`config.mk`:
```
export PLATFORM = sky130hd
export DESIGN_NAME = gsim_fetch_sched
export DESIGN_NICKNAME = d
export VERILOG_FILES = /design/src/rtl/gsim_pkg.sv /design/src/rtl/gsim_seq_pos.sv /design/src/rtl/gsim_fetch_sched.sv
export SDC_FILE = /design/constraint.sdc
export NUM_CORES = 1
export LEC_CHECK = 0
export CAP_MARGIN = 20
export CORE_MARGIN = 1.5
export CORE_UTILIZATION = 50
export DETAILED_ROUTE_END_ITERATION = 7
export HOLD_SLACK_MARGIN = 0.03
export PLACE_DENSITY = 0.73
export SLEW_MARGIN = 20
export SYNTH_ARGS = -nofsm -noshare
export SYNTH_HDL_FRONTEND = slang
export SYNTH_SLANG_ARGS = --single-unit
```
`constraint.sdc`:
```
create_clock -name i_clk -period 17 [get_ports i_clk]
set_input_delay 1.7 -clock i_clk [delete_from_list [all_inputs] [get_ports i_clk]]
set_output_delay 1.7 -clock i_clk [all_outputs]
set_load 0.02 [all_outputs]
```
`src/rtl/gsim_pkg.sv`:
```
// Shared types and constants for the Gauss-Seidel row-fetch scheduler.
// Imported by the scheduler top and its position counter.
package gsim_pkg;

  localparam int ROW_W        = 256;
  localparam int ADDR_W       = 10;
  localparam int TAG_W        = 5;
  localparam int ROWS_PER_MAT = 17;
  localparam int OFF_B        = 16;
  localparam int OFF_DIAG     = 0;

  typedef enum logic [1:0] {
    S_IDLE,
    S_RUN,
    S_DRAIN,
    S_DONE
  } state_t;

endpackage

```
`src/rtl/gsim_seq_pos.sv`:
```
// Step-able walker over the per-matrix fetch order:
// prologue (16, 0), then NUM_ITER sweeps of offsets 0..15.
module gsim_seq_pos
  import gsim_pkg::*;
#(
  parameter int NUM_ITER = 16
) (
  input  logic              clk,
  input  logic              reset_n,
  input  logic              clr,
  input  logic              step,
  input  logic [TAG_W-1:0]  num_mat,
  output logic [TAG_W-1:0]  mat,
  output logic              pro,
  output logic [TAG_W-1:0]  sweep,
  output logic [TAG_W-1:0]  off,
  output logic [ADDR_W-1:0] addr,
  output logic              last,
  output logic              fin
);

  localparam logic [TAG_W-1:0] LAST_SW = TAG_W'(NUM_ITER - 1);
  localparam logic [TAG_W-1:0] OB      = TAG_W'(OFF_B);
  localparam logic [TAG_W-1:0] OD      = TAG_W'(OFF_DIAG);
  localparam logic [TAG_W-1:0] O15     = TAG_W'(15);

  logic [TAG_W-1:0] n_mat;
  logic             n_pro;
  logic [TAG_W-1:0] n_sweep;
  logic [TAG_W-1:0] n_off;

  always_comb begin
    n_mat   = mat;
    n_pro   = pro;
    n_sweep = sweep;
    n_off   = off;
    if (clr) begin
      n_mat   = '0;
      n_pro   = 1'b1;
      n_sweep = '0;
      n_off   = OB;
    end else if (step) begin
      unique case (1'b1)
        pro && off == OB: n_off = OD;
        pro && off != OB: n_pro = 1'b0;
        !pro && off != O15: n_off = off + 5'd1;
        !pro && off == O15 && sweep != LAST_SW: begin
          n_sweep = sweep + 5'd1;
          n_off   = '0;
        end
        default: begin
          n_mat   = mat + 5'd1;
          n_pro   = 1'b1;
          n_sweep = '0;
          n_off   = OB;
        end
      endcase
    end
  end

  assign last = !pro && off == O15 && sweep == LAST_SW;
  assign fin  = last && mat == num_mat - 5'd1;

  // Address is registered from the next position so it tracks mat/off exactly.
  always_ff @(posedge clk) begin
    if (!reset_n) begin
      mat   <= '0;
      pro   <= 1'b0;
      sweep <= '0;
      off   <= '0;
      addr  <= '0;
    end else begin
      mat   <= n_mat;
      pro   <= n_pro;
      sweep <= n_sweep;
      off   <= n_off;
      addr  <= ADDR_W'(n_mat) * ADDR_W'(ROWS_PER_MAT) + ADDR_W'(n_off);
    end
  end

endmodule

```
`src/rtl/gsim_fetch_sched.sv`:
```
// Row-fetch scheduler: credit-limited reads into an in-order row FIFO,
// tagged on the pop side by a second walker over the same order.
module gsim_fetch_sched
  import gsim_pkg::*;
#(
  parameter int NUM_ITER = 16,
  parameter int DEPTH    = 4
) (
  input  logic              i_clk,
  input  logic              i_reset_n,
  input  logic              i_module_en,
  input  logic [4:0]        i_matrix_num,
  output logic              o_proc_done,
  output logic              o_mem_rreq,
  output logic [9:0]        o_mem_addr,
  input  logic              i_mem_rrdy,
  input  logic [255:0]      i_mem_dout,
  input  logic              i_mem_dout_vld,
  output logic              o_row_vld,
  output logic [255:0]      o_row_data,
  output logic [4:0]        o_row_mat,
  output logic [4:0]        o_row_off,
  output logic [4:0]        o_row_sweep,
  output logic              o_row_pro,
  output logic              o_row_last,
  input  logic              i_row_rdy,
  output logic              o_err
);

  localparam int PW = $clog2(DEPTH);
  localparam int CW = PW + 1;

  state_t           state;
  state_t           nstate;
  logic [4:0]       n_q;
  logic [CW-1:0]    outst;
  logic [CW-1:0]    occ;
  logic [CW-1:0]    outst_n;
  logic [CW-1:0]    occ_n;
  logic [CW:0]      sum;
  logic [PW-1:0]    wptr;
  logic [PW-1:0]    rptr;
  logic [ROW_W-1:0] fifo [DEPTH];
  logic             accept;
  logic             ret;
  logic             pop;
  logic             head;
  logic             start;
  logic             rreq_n;

  logic [4:0]        iss_mat, iss_sweep, iss_off;
  logic              iss_pro, iss_last, iss_fin;
  logic [ADDR_W-1:0] iss_addr;
  logic [4:0]        pop_mat, pop_sweep, pop_off;
  logic              pop_pro, pop_last, pop_fin;
  logic [ADDR_W-1:0] pop_addr;
  logic              unused_pos;

  always_comb begin
    accept = o_mem_rreq & i_mem_rrdy;
    ret    = i_mem_dout_vld && outst != '0;
    head   = occ != '0;
    pop    = head & i_row_rdy;
    start  = state == S_IDLE && i_module_en && i_matrix_num != '0;
    nstate = state;
    unique case (state)
      S_IDLE:
        if (i_module_en) nstate = (i_matrix_num != '0) ? S_RUN : S_DONE;
      S_RUN:   if (accept && iss_fin) nstate = S_DRAIN;
      S_DRAIN: if (pop && pop_fin) nstate = S_DONE;
      S_DONE:  if (!i_module_en) nstate = S_IDLE;
      default: nstate = S_IDLE;
    endcase
    outst_n = outst + CW'(accept) - CW'(ret);
    occ_n   = occ + CW'(ret) - CW'(pop);
    sum     = (CW+1)'(outst_n) + (CW+1)'(occ_n);
    // Credits count both in-flight and buffered rows, so the FIFO never overflows.
    rreq_n  = nstate == S_RUN && sum < (CW+1)'(DEPTH);
  end

  always_ff @(posedge i_clk) begin
    if (!i_reset_n) begin
      state      <= S_IDLE;
      n_q        <= '0;
      outst      <= '0;
      occ        <= '0;
      wptr       <= '0;
      rptr       <= '0;
      o_mem_rreq <= 1'b0;
      o_err      <= 1'b0;
    end else begin
      state      <= nstate;
      outst      <= outst_n;
      occ        <= occ_n;
      o_mem_rreq <= rreq_n;
      if (start) n_q <= i_matrix_num;
      if (ret) wptr <= wptr + PW'(1);
      if (pop) rptr <= rptr + PW'(1);
      if (i_mem_dout_vld && outst == '0) o_err <= 1'b1;
    end
  end

  always_ff @(posedge i_clk) begin
    if (ret) fifo[wptr] <= i_mem_dout;
  end

  gsim_seq_pos #(.NUM_ITER(NUM_ITER)) u_iss (
    .clk     (i_clk),
    .reset_n (i_reset_n),
    .clr     (start),
    .step    (accept),
    .num_mat (n_q),
    .mat     (iss_mat),
    .pro     (iss_pro),
    .sweep   (iss_sweep),
    .off     (iss_off),
    .addr    (iss_addr),
    .last    (iss_last),
    .fin     (iss_fin)
  );

  gsim_seq_pos #(.NUM_ITER(NUM_ITER)) u_pop (
    .clk     (i_clk),
    .reset_n (i_reset_n),
    .clr     (start),
    .step    (pop),
    .num_mat (n_q),
    .mat     (pop_mat),
    .pro     (pop_pro),
    .sweep   (pop_sweep),
    .off     (pop_off),
    .addr    (pop_addr),
    .last    (pop_last),
    .fin     (pop_fin)
  );

  assign unused_pos = ^{iss_mat, iss_pro, iss_sweep, iss_off, iss_last, pop_addr};

  assign o_mem_addr  = iss_addr;
  assign o_proc_done = state == S_DONE;
  assign o_row_vld   = head;
  assign o_row_data  = head ? fifo[rptr] : '0;
  assign o_row_mat   = head ? pop_mat : '0;
  assign o_row_off   = head ? pop_off : '0;
  assign o_row_sweep = head ? pop_sweep : '0;
  assign o_row_pro   = head & pop_pro;
  assign o_row_last  = head & pop_last;

endmodule

```
Yosys cells after proc, flatten, opt, wreduce, memory -nomap -nowiden
Memory sizes are Yosys's and may differ from the RTL's. A register that Yosys moved wholly into a read port is not among the register bits.
Index checks and enable logic that the tools add are counted.
{ "classes": {"n_bitwise": 9, "add_sub_neg": 15, "n_lt_le_gt_ge": 1, "n_eq_ne": 21, "div_mod_pow": 0, "multipliers": 1, "reduce_logical": 46, "mux": 31, "shifts": 0} }
{ "op_table": {"columns": ["op", "count"], "rows": [
  ["256-bit two-way mux", 1],
  ["5-bit two-way mux", 10],
  ["5-bit by 1-bit adder with 5-bit output (second input constant)", 6],
  ["5-bit case mux with 3 select lines", 2],
  ["1-bit logical AND", 21],
  ["5-bit by 4-bit == test with 1-bit output (second input constant)", 4],
  ["5-bit by 4-bit inequality test with 1-bit output (second input constant)", 4],
  ["5-bit case mux with 2 select lines", 2],
  ["2-bit two-way mux", 7],
  ["2-bit AND reduction", 7],
  ["3-bit OR reduction", 4],
  ["10-bit by 5-bit adder with 10-bit output", 1],
  ["5-bit == test", 2],
  ["5-bit == test (second input constant)", 2],
  ["5-bit by 5-bit multiplier with 10-bit output (second input constant)", 1],
  ["5-bit inequality test (second input constant)", 2],
  ["2-bit case mux with 4 select lines", 1],
  ["4-bit OR reduction", 2],
  ["3-bit by 1-bit adder with 3-bit output", 2],
  ["1-bit two-way mux", 6],
  ["3-bit nonzero test", 2],
  ["2-bit OR reduction", 3],
  ["3-bit by 1-bit subtractor with 3-bit output", 2],
  ["1-bit NOT", 5],
  ["other kinds (15)", 25]
]} }
{ "totals": {"latch_bits": 0, "wordCells": 143, "n_memories": 1, "rom_bits": 0, "ram_bits": 1024, "inputBits": 267, "register_bits": 61} }
{ "mem_list": {"columns": ["name", "depth", "word_bits", "rd", "rd_ports_with_merged_regs", "wr", "line", "source"], "rows": [
  ["fifo", 4, 256, 1, 1, 1, "gsim_fetch_sched.sv:43", "logic [ROW_W-1:0] fifo [DEPTH];"]
]} }

Logic depth before layout (Yosys ltp)
{ "logic_depth": {"depth_word": 9, "ltp_mapped": 19} }

Hierarchy
From an unflattened synthesis, not the netlist that was laid out.
{ "hier_totals": {"hier_cells": 2112, "area_unflattened_um2": 43271.5} }
{ "modules_own_cells": {"columns": ["module", "area_each_um2", "n_inst", "cells_each"], "rows": [
  ["gsim_fetch_sched", 40045.9, 1, 1750],
  ["gsim_seq_pos", 1612.8, 2, 181]
]} }

Worst setup path after synthesis
OpenSTA, ideal clock, no wires.
{ "synth_timing": {"path_kind": "input to register", "from": "in i_mem_dout_vld", "to": "mem fifo[0][0] (enable)", "t_required_ps": 16351, "setup_ps": 649, "path_buffers": 1, "t_arrival_ps": 7917, "slack_ps": 8434, "stages": 3, "path_cell_list": "nor2b_1 clkbuf_1 and2_1"} }
{ "synth_via": {"elab_chain_cells": 3} }
{ "synth_lines": {"columns": ["item", "line", "source"], "rows": [
  ["start: declaration", "gsim_fetch_sched.sv:18", "input logic i_mem_dout_vld,"],
  ["1-bit logical AND", "gsim_fetch_sched.sv:61", "ret = i_mem_dout_vld && outst != '0;"],
  ["net ret", "gsim_fetch_sched.sv:45", "logic ret;"],
  ["1-bit two-way mux", "gsim_fetch_sched.sv:104", "if (ret) fifo[wptr] <= i_mem_dout;"],
  ["1-bit two-way mux (implied by the code)", "gsim_fetch_sched.sv:104", null],
  ["end: declaration", "gsim_fetch_sched.sv:43", null]
]} }
The timed path passes the listed nets, and every way through them passes these cells.

==> impl_metrics.tcl <==
set metrics [dict create \
    hold_viol 0 \
    synth_simple_gate_area_share_pct 6.02 \
    cts_max_level 3 \
    core_um2 83400 \
    post_cts_buffers 0 \
    min_path_type "reg2reg" \
    worstHoldStart "u_pop.sweep[4]" \
    grt.total_usage_pct 21.7 \
    root_buffer "clkbuf_16" \
    finalSetupViolCount 0 \
    cts_tree "yes" \
    die_x_um 293 \
    synthCells 2029 \
    cts_made_buffers 108 \
    post-place-cells 3589 \
    clk_pin_slew_ps 60 \
    ys_ff_latch 1087 \
    path_max_fanout 47 \
    clock_sinks 1087 \
    criticalPathCategory "reg2out" \
    timing.rr.start "occ[0]" \
    layout.nets 2928 \
    cts_resized 0 \
    whs_path_depth 2 \
    io_buffers 553 \
    cpPeakStageDelay_ps 850 \
    pre_cts_ws_ps 10240 \
    drtPass1Iterations 6 \
    crit_path_end_kind "output pin" \
    gp_congestion 0.812 \
    critPathSlowestCell "buf_4" \
    rr_worst_depth 15 \
    worstHoldEndpoint "u_pop.sweep[4]" \
    maxCapViolations 0 \
    via_count 21200 \
    leakagePower_nw 16.7 \
    ir_drop_uv 124 \
    final_antenna_net_count 0 \
    final.setup.worst_slack_ps 9830 \
    num_rows 106 \
    rsz0062_at_grt "no" \
    status "finished clean" \
    synth_compound_area_share_pct 0.798 \
    drt-vias-per-instance 5.58 \
    synth_edf_count 1024 \
    r2r_end "o_mem_rreq" \
    finalNonFillerCells 3796 \
    report.final.slew_viol_count 0 \
    cpMostUsedCell "buf_4" \
    synth_top_family_by_area "multiplexers" \
    fillers 5748 \
    yosysSeqAreaShare_pct 76.2 \
    slew_headroom_pct 6.30 \
    die_area_um2 85800 \
    fmax_mhz 140 \
    crit_chain "buf_4 > buf_4 > buf_4 > mux4_2 > and2_1 > clkdlybuf4s50_1" \
    r2r_slack_ps 12400 \
    cp.arrival_ps 5470 \
    synth_fa_ha_area_share_pct 1.32 \
    drt-wirelength-per-cell_um 24.5 \
    syn_area_um2 42000 \
    die_y_um 293 \
    muxShareOfSynthArea_pct 13.8 \
    yosys_warnings 0 \
    ys.flop_type "edfxtp_1" \
    finalCritPeriodShare_pct 42.2 \
    first_iter_violations 1269 \
    critPathLaunchType "flip-flop" \
    period_needed_ps 7170 \
    worstPathRequired_ps 15300 \
    synth_xor_area_share_pct 0.646 \
    critPathTopFamily "buffers and inverters" \
    syn_nets 2338 \
    insertion_delay_ps 690 \
    fin_util_pct 62.6 \
    final_common_cell "edfxtp_1" \
    tightestPinTransition_ps 1410 \
    ctsLongestPathBuffers 3 \
    grt_pass1_wl_um 140000 \
    dpl.hpwl_um 57600 \
    grt_pass1_vias 22400 \
    drive_gt1_share_pct 16.4 \
    wl_um 93100 \
    final_cell_mix "1024 x edfxtp_1, 553 x clkdlybuf4s50_1, 290 x and2_1" \
    critPathBufInv 4 \
    synth_cell_types 51 \
    io_pins 554 \
    drcViolationCount 0 \
    avgSynthCellArea_um2 20.7 \
    timing.setup.tns_ps 0 \
    antenna_found_initial 17 \
    start_util_pct 50.4 \
    powerDensity_nw_per_um2 161 \
    cts_hold_buffers 0 \
    grt_max_degree 143 \
    globalRouteOverflowTotal 0 \
    area_growth_pct 24.2 \
    timing.hold.ws_ps 487 \
    skew_ps 68.1 \
    async_flop_share_pct 0 \
]
worst min-delay path: cells and delay by family (launching register included):
| family | cells | cell delay, ps |
|---|---|---|
| AOI/OAI and AO/OA | 1 | 60 |
| DFF | 1 | 320 |
| and+or+nand+nor | 1 | 70 |
metrics by stage:
step                      total power (W)  instance area (µm²)
after detailed placement          0.00620                48700
final                             0.00840                52200
after CTS                         0.00851                52200
after floorplan                   0.00508                42000
after global routing              0.00874                52200
after global placement            0.00618                48700
cell families after synthesis:
family / count (synthesis)
AOI/OAI and AO/OA: 57
xor gates and xnor gates: 31
adders and majority gates: 42
buffers and inverters: 125
DFF: 1087
muxes: 261
and+or+nand+nor: 426
state kept, by name, indices dropped and copies added (netlist names), 2 cells and up, named ones only:
| signal | cells |
|---|---|
| u_iss.off | 5 |
| n_q | 5 |
| rptr | 2 |
| occ | 3 |
| u_pop.off | 5 |
| outst | 3 |
| wptr | 2 |
| state | 2 |
| u_iss.mat | 5 |
| u_pop.sweep | 5 |
| u_iss.sweep | 5 |
| u_iss.addr | 10 |
| fifo | 1024 |
| u_pop.mat | 5 |
Yosys cell counts, types with 22 or more instances:
library cell  number  area share (%)
xnor2_1           22            0.46
dfxtp_1           63             3.0
buf_2             29            0.35
mux4_2           256              14
clkbuf_1          55            0.49
ha_1              38             1.1
nor2_1            41            0.37
inv_1             27            0.24
and2_1           294             4.4
edfxtp_1        1024              73
how the worst max path moves through the flow:
| stage | from | depth (start not counted) | endpoint | slack, ps |
|---|---|---|---|---|
| global placement | flip-flop | 6 | o_row_data[119] | 10270 |
| CTS | flip-flop | 6 | o_row_data[106] | 9530 |
| floorplan | i_mem_dout_vld | 3 | fifo[0][0] | 8430 |
| detailed placement | flip-flop | 6 | o_row_data[85] | 10240 |
| finish | flip-flop | 6 | o_row_data[106] | 9830 |
| global route | flip-flop | 6 | o_row_data[107] | 9270 |
area by class of cell:
cell class | count | area (µm²) | area share (%)
Sequential cell | 1087 | 32000 | 61.3
Multi-Input combinational cell | 817 | 9520 | 18.2
Timing Repair Buffer | 578 | 5740 | 11.0
Clock buffer | 126 | 2770 | 5.31
Tap cell | 1080 | 1350 | 2.59
Clock inverter | 77 | 694 | 1.33
Inverter | 27 | 106 | 0.204
Antenna cell | 4 | 10.0 | 0.0192
routing by layer:
metal | track usage, % | wire length (µm) | vias up
li1 | - | - | 9303
met1 | 26.9 | 35500 | 11100
met2 | 37.2 | 48100 | 667
met3 | 6.32 | 7190 | 130
met4 | 6.20 | 2150 | 22
met5 | 0 | 146 | -
power breakdown:
group          switching (W)  total, W  internal [W]
registers          0.0000956   0.00338       0.00328
clock network       0.000990   0.00228       0.00129
logic                0.00146   0.00274       0.00129
total                0.00254   0.00840       0.00586
Note: power is estimated with default switching activity, not from simulation.
